$ cat src/rtl/mem_arbiter.sv
// Two-port (instruction fetch / data) arbiter in front of a single-port synchronous RAM.
// Define ARB_ROUND_ROBIN_EN for alternating tie-break; default build gives data fixed priority.
module mem_arbiter #(
    parameter int AW = 8,
    parameter int DW = 8
) (
    input  logic          clk,
    input  logic          rst,

    input  logic          if_req,
    input  logic [AW-1:0] if_addr,
    output logic          if_gnt,
    output logic          if_rvalid,
    output logic [DW-1:0] if_rdata,

    input  logic          d_req,
    input  logic          d_we,
    input  logic [AW-1:0] d_addr,
    input  logic [DW-1:0] d_wdata,
    output logic          d_gnt,
    output logic          d_rvalid,
    output logic [DW-1:0] d_rdata,

    output logic [AW-1:0] mem_addr,
    output logic [DW-1:0] mem_data,
    output logic          mem_wren,
    input  logic [DW-1:0] mem_q,

    output logic          busy
);

    typedef enum logic [1:0] {
        IDLE   = 2'd0,
        ACCESS = 2'd1,
        WAIT   = 2'd2,
        RESP   = 2'd3
    } state_t;

    state_t        state_q, state_d;

    logic [AW-1:0] addr_q,     addr_d;
    logic [DW-1:0] wdata_q,    wdata_d;
    logic          we_q,       we_d;
    logic          win_d_q,    win_d_d;
    logic [DW-1:0] if_rdata_q, if_rdata_d;
    logic [DW-1:0] d_rdata_q,  d_rdata_d;

    logic          any_req;
    logic          pick_d;

    assign any_req = if_req | d_req;

`ifdef ARB_ROUND_ROBIN_EN
    // last_d_q remembers who won the previous grant; it starts at "data" so the first tie goes to fetch.
    logic last_d_q;

    always_comb begin
        if (if_req && d_req) begin
            pick_d = ~last_d_q;
        end else begin
            pick_d = d_req;
        end
    end

    always_ff @(posedge clk or negedge rst) begin
        if (!rst) begin
            last_d_q <= 1'b1;
        end else if (state_q == IDLE && any_req) begin
            last_d_q <= pick_d;
        end
    end
`else
    assign pick_d = d_req;
`endif

    always_ff @(posedge clk or negedge rst) begin
        if (!rst) begin
            state_q <= IDLE;
        end else begin
            state_q <= state_d;
        end
    end

    always_comb begin
        state_d = state_q;
        unique case (state_q)
            IDLE:    if (any_req) state_d = ACCESS;
            ACCESS:  state_d = we_q ? IDLE : WAIT;
            WAIT:    state_d = RESP;
            RESP:    state_d = IDLE;
            default: state_d = IDLE;
        endcase
    end

    always_comb begin
        if_gnt    = 1'b0;
        d_gnt     = 1'b0;
        if_rvalid = 1'b0;
        d_rvalid  = 1'b0;
        mem_wren  = 1'b0;
        busy      = (state_q != IDLE);
        unique case (state_q)
            ACCESS: begin
                if_gnt   = ~win_d_q;
                d_gnt    = win_d_q;
                mem_wren = we_q;
            end
            RESP: begin
                if_rvalid = ~win_d_q;
                d_rvalid  = win_d_q;
            end
            default: ;
        endcase
    end

    // Request capture happens only in IDLE; fetch is always a read and never updates the write data.
    always_comb begin
        addr_d     = addr_q;
        wdata_d    = wdata_q;
        we_d       = we_q;
        win_d_d    = win_d_q;
        if_rdata_d = if_rdata_q;
        d_rdata_d  = d_rdata_q;
        if (state_q == IDLE && any_req) begin
            win_d_d = pick_d;
            if (pick_d) begin
                addr_d  = d_addr;
                wdata_d = d_wdata;
                we_d    = d_we;
            end else begin
                addr_d  = if_addr;
                we_d    = 1'b0;
            end
        end
        if (state_q == WAIT) begin
            if (win_d_q) begin
                d_rdata_d = mem_q;
            end else begin
                if_rdata_d = mem_q;
            end
        end
    end

    always_ff @(posedge clk or negedge rst) begin
        if (!rst) begin
            addr_q     <= '0;
            wdata_q    <= '0;
            we_q       <= 1'b0;
            win_d_q    <= 1'b0;
            if_rdata_q <= '0;
            d_rdata_q  <= '0;
        end else begin
            addr_q     <= addr_d;
            wdata_q    <= wdata_d;
            we_q       <= we_d;
            win_d_q    <= win_d_d;
            if_rdata_q <= if_rdata_d;
            d_rdata_q  <= d_rdata_d;
        end
    end

    assign mem_addr = addr_q;
    assign mem_data = wdata_q;
    assign if_rdata = if_rdata_q;
    assign d_rdata  = d_rdata_q;

endmodule

$ cat config.mk
export PLATFORM = sky130hd
export DESIGN_NAME = mem_arbiter
export DESIGN_NICKNAME = d
export VERILOG_FILES = /design/src/rtl/mem_arbiter.sv
export SDC_FILE = /design/constraint.sdc
export NUM_CORES = 1
export LEC_CHECK = 0
export ABC_AREA = 1
export BUFFER_PORTS_ARGS = -buffer_cell sky130_fd_sc_hd__buf_2
export CAP_MARGIN = 10
export CORE_MARGIN = 3
export CORE_UTILIZATION = 45
export CTS_CLUSTER_DIAMETER = 120
export CTS_CLUSTER_SIZE = 12
export DETAILED_ROUTE_END_ITERATION = 7
export GPL_ROUTABILITY_DRIVEN = 0
export PLACE_DENSITY = 0.8
export SYNTH_ARGS = -nofsm -noshare
export SYNTH_HDL_FRONTEND = slang
export SYNTH_SLANG_ARGS = --single-unit
$ cat constraint.sdc
create_clock -name clk -period 1.2 [get_ports clk]
set_input_delay 0.3 -clock clk [delete_from_list [all_inputs] [get_ports clk]]
set_output_delay 0.3 -clock clk [all_outputs]
set_load 0.02 [all_outputs]
# Word level (Yosys, flattened, before mapping)
# Cells that the tools add are included.
[word_totals]
reg_bits = 36
in_bits = 37
out_inout_bits = 38
wordCells = 29
[op_classes]
n_eq_ne = 4
muxes = 10
n_bitwise = 2
reduce_logical = 6
[ops]
columns = ["op", "n"]
rows = [
  ["8-bit 2-to-1 mux", 1],
  ["2-bit case mux with 4 select lines", 1],
  ["1-bit 2-to-1 mux", 6],
  ["2-bit AND reduction", 3],
  ["2-bit == test (second input constant)", 2],
  ["2-bit 2-to-1 mux", 2],
  ["2-bit by 1-bit == test with 1-bit output (second input constant)", 1],
  ["2-bit zero test", 1],
  ["2-bit != test (second input constant)", 1],
  ["2-bit nonzero test", 1],
  ["1-bit logical AND", 1],
  ["1-bit inverter", 1],
  ["1-bit bitwise OR", 1],
]

# Logic depth before layout (Yosys ltp)
# Gate-level depths: netlist (run 1).
[logic_depth]
word_depth = 3
ltp_mapped = 6
ltp_nobuf = 5

# Worst setup path after synthesis (run 1)
# No wires, ideal clock.
[synth_timing]
path_type = "register to output"
from = "register (tool-made name)"
to = "output d_rvalid"
arrival_time_ns = 0.983
required_ns = 0.900
path_slack_ns = -0.083
stages_incl_launch_ff = 3
n_path_buf = 0
path_cell_list = "dfrtp_1 -> inv_1 -> nor3_1"
[synth_lines]
columns = ["item", "line_no", "source"]
rows = [
  ["to (decl)", "21", "output logic d_rvalid,"],
]

==> impl_metrics.env, run 1 <==
export IMPL_hold_viol=0
export IMPL_synth_seq_cells=36
export IMPL_min_delay_worst_type="input pin to flop"
export IMPL_grt_first_pass_wirelength_mm=6.88
export IMPL_synthesis_nets=227
export IMPL_power_leakage_nw=1.48
export IMPL_timing_final_setup_violations=31
export IMPL_starting_drc_count_in_detailed_routing=97
export IMPL_outcome="finished with violations"
export IMPL_antenna_violating_nets_post_route=0
export IMPL_floorplan_die_height_um=65.1
export IMPL_via_count_of_the_first_global_routing_pass=1549
export IMPL_core_area_sq_um=3200
export IMPL_endpoint_kind="output port"
export IMPL_ys_seq_area_share_pct=57.2
export IMPL_gate_count_post_synth=190
export IMPL_layout_cells_most_common="sky130_fd_sc_hd__nand2_1"
export IMPL_setup_total_negative_slack_ns=-2.43
export IMPL_drt_wirelength_per_cell_um=14.5
export IMPL_cp_max_fo=4
export IMPL_critPathKind="flop to output port"
export IMPL_finalCritPeriodShare_pct=127
export IMPL_final_core_utilization_pct=81.6
export IMPL_design_die_area_sq_um=4240
export IMPL_drt_pass1_iterations=4
export IMPL_powerDensity_nw_per_um2=2840
export IMPL_num_nets_final=341
export IMPL_initial_utilization_pct=49.1
export IMPL_gr_usage_all_layers_pct=21.5
export IMPL_final_max_slew_viol_count=0
export IMPL_crit_required_ns=0.90
export IMPL_fp_dieW_um=65.1
export IMPL_i_o_pins=75
export IMPL_yosys_warnings=0
export IMPL_clock_tree_buffer_depth=2
export IMPL_post_route_worst_setup_slack_ns=-0.319
export IMPL_max_vdd_ir_drop_mv=1.78
export IMPL_layout_cell_area_non_filler_sq_um=2620
export IMPL_sink_count=36
export IMPL_cts_tree="built"
export IMPL_delay_of_the_slowest_critical_path_stage_ns=0.41
export IMPL_worst_path_max_delay_cell="sky130_fd_sc_hd__dfrtp_1"
export IMPL_final_layout_size_suffix_gt1_share_pct=49.0
export IMPL_syn_cell_area_sq_um=1570
export IMPL_avgSynthCellArea_sq_um=8.28
export IMPL_core_rowCount=20
export IMPL_relSlewSlack_pct=83.2
export IMPL_shortest_clock_period_the_worst_path_allows_after_layout_ns=1.52
export IMPL_diodes=0
export IMPL_worstPathBufferInverterCount=2
export IMPL_num_vias=1726
export IMPL_clk_root_buffer_cell="sky130_fd_sc_hd__clkbuf_4"
export IMPL_post_route_drc_count=0
export IMPL_failed_checks="setup timing"
export IMPL_timing_fmax_mhz=658
export IMPL_final_setup_skew_ns=0.0131
export IMPL_holdWs_ns=0.175
export IMPL_detailed_place_hpwl_mm=2.96
export IMPL_timing_critical_path_cells="inv_2, nand2_2, nor2_2, buf_6"
export IMPL_route_detailed_vias_per_inst=4.96
export IMPL_clock_insertion_delay_worst_skew_ns=0.34
export IMPL_placed_cell_area_sq_um=2090
export IMPL_most_common_layout_cells="sky130_fd_sc_hd__nand2_1 (96), sky130_fd_sc_hd__buf_2 (42), sky130_fd_sc_hd__dfrtp_1 (35), sky130_fd_sc_hd__buf_6 (35), sky130_fd_sc_hd__buf_4 (29)"
export IMPL_io_buffer_count=74
export IMPL_yosys_cell_types_count=17
export IMPL_cts_htree_levels=2
export IMPL_maxCapViolations=0
export IMPL_antenna_found_initial=0
export IMPL_cts_buffers=5
export IMPL_setup_repair_after_global_routing_missed_its_margin="true"
export IMPL_grt_max_degree=37
export IMPL_grt_overflow_total=0
export IMPL_total_power_mw=7.44
export IMPL_areaGrowthSynthToFinish_pct=66.1
export IMPL_worst_ep_arrival_time_ns=1.22
export IMPL_cp_top_family="flip-flops"
export IMPL_type_of_element_launching_the_critical_path="flop"
export IMPL_route_final_wire_length_mm=5.06
export IMPL_clk_pin_slew_ns=0.10
export IMPL_worst_slew_pin_slew_ns=0.252
[path summary, 6_finish.rpt]
check | start | end | slack, ns | depth (start not counted)
worst min-delay path | mem_q[5] | if_rdata[5] | 0.17 | 3
worst max register to register | state_q[0] | if_rdata[3] | -0.08 | 6
worst min register to register | mem_addr[1] | mem_addr[1] | 0.48 | 2
worst max-delay path | flop | d_gnt | -0.32 | 4
min in group asynchronous | rst | mem_data[5] | 0.43 | 3
max in group asynchronous | rst | win_d_q | 0.58 | 3
[cell usage after synthesis]
library cell               instances  area, sq um
sky130_fd_sc_hd__a21oi_1           1         5.00
sky130_fd_sc_hd__buf_2             1         5.00
sky130_fd_sc_hd__buf_4             2         15.0
sky130_fd_sc_hd__buf_6             1         11.3
sky130_fd_sc_hd__clkinv_1          1         3.75
sky130_fd_sc_hd__dfrtp_1          36          901
sky130_fd_sc_hd__inv_1            13         48.8
sky130_fd_sc_hd__nand2_1         104          390
sky130_fd_sc_hd__nand2_2           2         12.5
sky130_fd_sc_hd__nand3_1          10         50.1
sky130_fd_sc_hd__nand3_2           1         10.0
sky130_fd_sc_hd__nor2_1            5         18.8
sky130_fd_sc_hd__nor2_2            1         6.26
sky130_fd_sc_hd__nor2_4            1         11.3
sky130_fd_sc_hd__nor3_1            2         10.0
sky130_fd_sc_hd__o21ai_0           1         5.00
sky130_fd_sc_hd__o21ai_2           8         70.1
[cells by family after synthesis]
logic type	after synthesis	share of synthesized area, %
buffers and inverters	18	5.33
AO/OA/AOI/OAI	10	5.09
AND/OR/NAND/NOR	126	32.4
flip-flops	36	57.2
[power breakdown]
part           total (mW)  switching, mW  internal (mW)
logic                4.59           2.38           2.21
clock network       0.578          0.362          0.216
registers            2.27          0.463           1.80
[metrics by stage]
stage | setup WS [ns] | std cells
after CTS | -0.271 | 329
final | -0.319 | 348
after floorplan | -0.0437 | 190
after global routing | -0.379 | 348
after global placement | 0.0180 | 315
after detailed placement | 0.0000354 | 315
[repair_timing]
item	in CTS	in global routing
gates cloned	0	2
setup buffers	6	17
pin swaps	1	8
hold buffers	1	0
endpoints found under the setup margin	24	60
resized for setup	29	63
endpoints found under the hold margin	36	0
[tightest hold or removal path, cell delays in order]
cell and delay [ns]:
sky130_fd_sc_hd__buf_2 0.09, sky130_fd_sc_hd__nand2_1 0.05, sky130_fd_sc_hd__nand2_1 0.04
[layout make-up]
cell class / count / area [sq um]
clock inverters: 1 / 5.00
multi-input cells: 138 / 687
well taps: 44 / 55.1
clock buffers: 6 / 41.3
flip-flops and latches: 36 / 902
inverters: 14 / 52.6
fillers: 213 / 588
repair buffers: 109 / 872
[layer usage]
layer / routed length [um] / GRT usage [%] / up-vias
met3: 265 / 5.47 / 24
met4: 181 / 10.4 / 0
met1: 1970 / 25.3 / 819
met2: 2640 / 36.8 / 74
li1: - / - / 809
met5: 0 / 0 / -
[registers in the layout, summed over array words and instances (netlist names), named ones only]
signal / flops
we_q: 1
state_q: 1
mem_data: 8
d_rdata: 8
win_d_q: 1
if_rdata: 8
mem_addr: 8
No activity file was read; power rests on OpenSTA's default activity.
==> inputs of run 2 (changes only) <==
--- a/config.mk
+++ b/config.mk
@@ -8,9 +8,9 @@
 export ABC_AREA = 1
 export BUFFER_PORTS_ARGS = -buffer_cell sky130_fd_sc_hd__buf_2
 export CAP_MARGIN = 10
+export CORE_ASPECT_RATIO = 0.75
 export CORE_MARGIN = 3
 export CORE_UTILIZATION = 45
-export CTS_CLUSTER_DIAMETER = 120
 export CTS_CLUSTER_SIZE = 12
 export DETAILED_ROUTE_END_ITERATION = 7
 export GPL_ROUTABILITY_DRIVEN = 0
==> impl_metrics.env, run 2 (synthesis results as in run 1) <==
export IMPL_core_rowCount=17
export IMPL_timing_final_setup_violations=14
export IMPL_finalCritPeriodShare_pct=118
export IMPL_num_nets_final=322
export IMPL_grt_met2_usage_pct=30.9
export IMPL_via_count_of_the_first_global_routing_pass=1388
export IMPL_max_vdd_ir_drop_mv=1.47
export IMPL_route_final_wire_length_mm=4.04
export IMPL_final_layout_size_suffix_gt1_share_pct=42.8
export IMPL_num_vias=1531
export IMPL_numPlacedInstances=306
export IMPL_areaGrowthSynthToFinish_pct=47.9
export IMPL_grt_busiest_layer="met2"
export IMPL_critPathKind="flop to output port"
export IMPL_endpoint_kind="output port"
export IMPL_detailed_place_hpwl_mm=2.72
export IMPL_min_delay_worst_type="input pin to flop"
export IMPL_dpl_worst_slack_ns=-0.00529
export IMPL_starting_drc_count_in_detailed_routing=80
export IMPL_floorplan_die_height_um=57.2
export IMPL_clk_pin_slew_ns=0.07
export IMPL_worst_path_max_delay_cell="sky130_fd_sc_hd__dfrtp_2"
export IMPL_clk_root_buffer_cell="sky130_fd_sc_hd__clkbuf_8"
export IMPL_diodes=0
export IMPL_timing_critical_path_cells="inv_2, nor3_2, buf_4"
export IMPL_layout_cells_most_common="sky130_fd_sc_hd__nand2_1"
export IMPL_power_leakage_nw=1.36
export IMPL_gr_usage_all_layers_pct=19.4
export IMPL_grt_overflow_total=0
export IMPL_grt_first_pass_wirelength_mm=6.27
export IMPL_delay_of_the_slowest_critical_path_stage_ns=0.42
export IMPL_antenna_found_initial=0
export IMPL_drt_pass1_iterations=4
export IMPL_most_common_layout_cells="sky130_fd_sc_hd__nand2_1 (102), sky130_fd_sc_hd__buf_2 (68), sky130_fd_sc_hd__dfrtp_1 (34)"
export IMPL_cts_buffers=5
export IMPL_relSlewSlack_pct=77.5
export IMPL_final_setup_skew_ns=0.00691
export IMPL_cts_htree_levels=2
export IMPL_core_area_sq_um=3130
export IMPL_hold_viol=0
export IMPL_route_detailed_vias_per_inst=4.74
export IMPL_post_route_worst_setup_slack_ns=-0.217
export IMPL_i_o_pins=75
export IMPL_outcome="finished with violations"
export IMPL_setup_total_negative_slack_ns=-1.57
export IMPL_clock_tree_buffer_depth=2
export IMPL_cts_tree="built"
export IMPL_met3_demand_to_capacity_share_in_global_routing_pct=6.34
export IMPL_layout_cells_non_filler=323
export IMPL_failed_checks="setup timing"
export IMPL_grt_max_degree=37
export IMPL_final_max_slew_viol_count=0
export IMPL_initial_utilization_pct=50.3
export IMPL_io_buffer_count=74
export IMPL_sink_count=36
export IMPL_worst_slew_pin_slew_ns=0.336
export IMPL_design_die_area_sq_um=4250
export IMPL_total_power_mw=6.56
export IMPL_drt_wirelength_per_cell_um=12.5
export IMPL_timing_fmax_mhz=706
export IMPL_antenna_violating_nets_post_route=0
export IMPL_grtUsageMet1_pct=25.5
export IMPL_setup_repair_after_global_routing_missed_its_margin="true"
export IMPL_layout_cell_area_non_filler_sq_um=2330
export IMPL_clock_insertion_delay_worst_skew_ns=0.28
export IMPL_worst_ep_arrival_time_ns=1.12
export IMPL_post_route_drc_count=0
export IMPL_maxCapViolations=0
export IMPL_shortest_clock_period_the_worst_path_allows_after_layout_ns=1.42
export IMPL_crit_required_ns=0.90
export IMPL_powerDensity_nw_per_um2=2820
export IMPL_cp_max_fo=4
export IMPL_fp_dieW_um=74.3
export IMPL_type_of_element_launching_the_critical_path="flop"
export IMPL_placed_cell_area_sq_um=2060
## run 2: changes by cell type in the layout (fill, tap and decap cells not counted), moves of 3 or more
cell,previous run,this run
sky130_fd_sc_hd__nand2_1,96,102
sky130_fd_sc_hd__nor2_4,5,2
sky130_fd_sc_hd__clkbuf_8,0,7
sky130_fd_sc_hd__buf_4,29,15
sky130_fd_sc_hd__nand2_2,9,0
sky130_fd_sc_hd__clkbuf_4,5,0
sky130_fd_sc_hd__buf_6,35,4
sky130_fd_sc_hd__buf_2,42,68
## run 2: critical path: cells and delay by family (launching register included)
| kind | cells | cell delay [ns] |
|---|---|---|
| flops | 1 | 0.42 |
| buf+inv | 2 | 0.24 |
| simple gates | 1 | 0.19 |
## run 2: cell type report
cell class                 count  area [sq um]
multi-input combinational    137           654
sequential                    36           903
clock buffer                   7          96.3
fill                         244           800
timing repair buffer          91           568
tap                           38          47.5
inverter                      14          57.6
## run 2: final timing paths
kind,startpoint,to,slack [ns],cells past startpoint
max reg2reg,state_q[0],if_rdata[0],-0.07,5
min,mem_q[1],if_rdata[1],0.24,3
max,win_d_q,d_rvalid,-0.22,3
min reg2reg,mem_data[3],mem_data[3],0.47,2
min in group asynchronous,rst,mem_addr[2],0.51,3
max in group asynchronous,rst,win_d_q,0.49,3
## run 2: what timing repair did
item                       CTS  global route
setup buffers                4             3
cloned                       0             2
setup endpoints to repair   13            40
hold buffers                 1             0
hold endpoints to repair    36             0
gates resized for setup      9            19
pin swaps                    1             8
## run 2: power by group
group | internal, mW | switching (mW)
Clock | 0.511 | 0.402
Combinational | 1.38 | 2.11
Sequential | 1.81 | 0.353
## run 2: per-stage QoR
| step | utilization [%] | hold WS, ns |
|---|---|---|
| after floorplan | - | 0.00441 |
| after global placement | 65.7 | 0.272 |
| after detailed placement | 65.7 | 0.274 |
| after CTS | 70.7 | 0.222 |
| after global routing | 74.4 | 0.236 |
| final | 74.4 | 0.236 |
## run 2: layer usage
| layer | vias to the layer above | part of all wire, % |
|---|---|---|
| li1 | 768 | - |
| met1 | 711 | 44 |
| met2 | 50 | 50 |
| met3 | 2 | 6.2 |
| met4 | 0 | 0.52 |
| met5 | - | 0 |
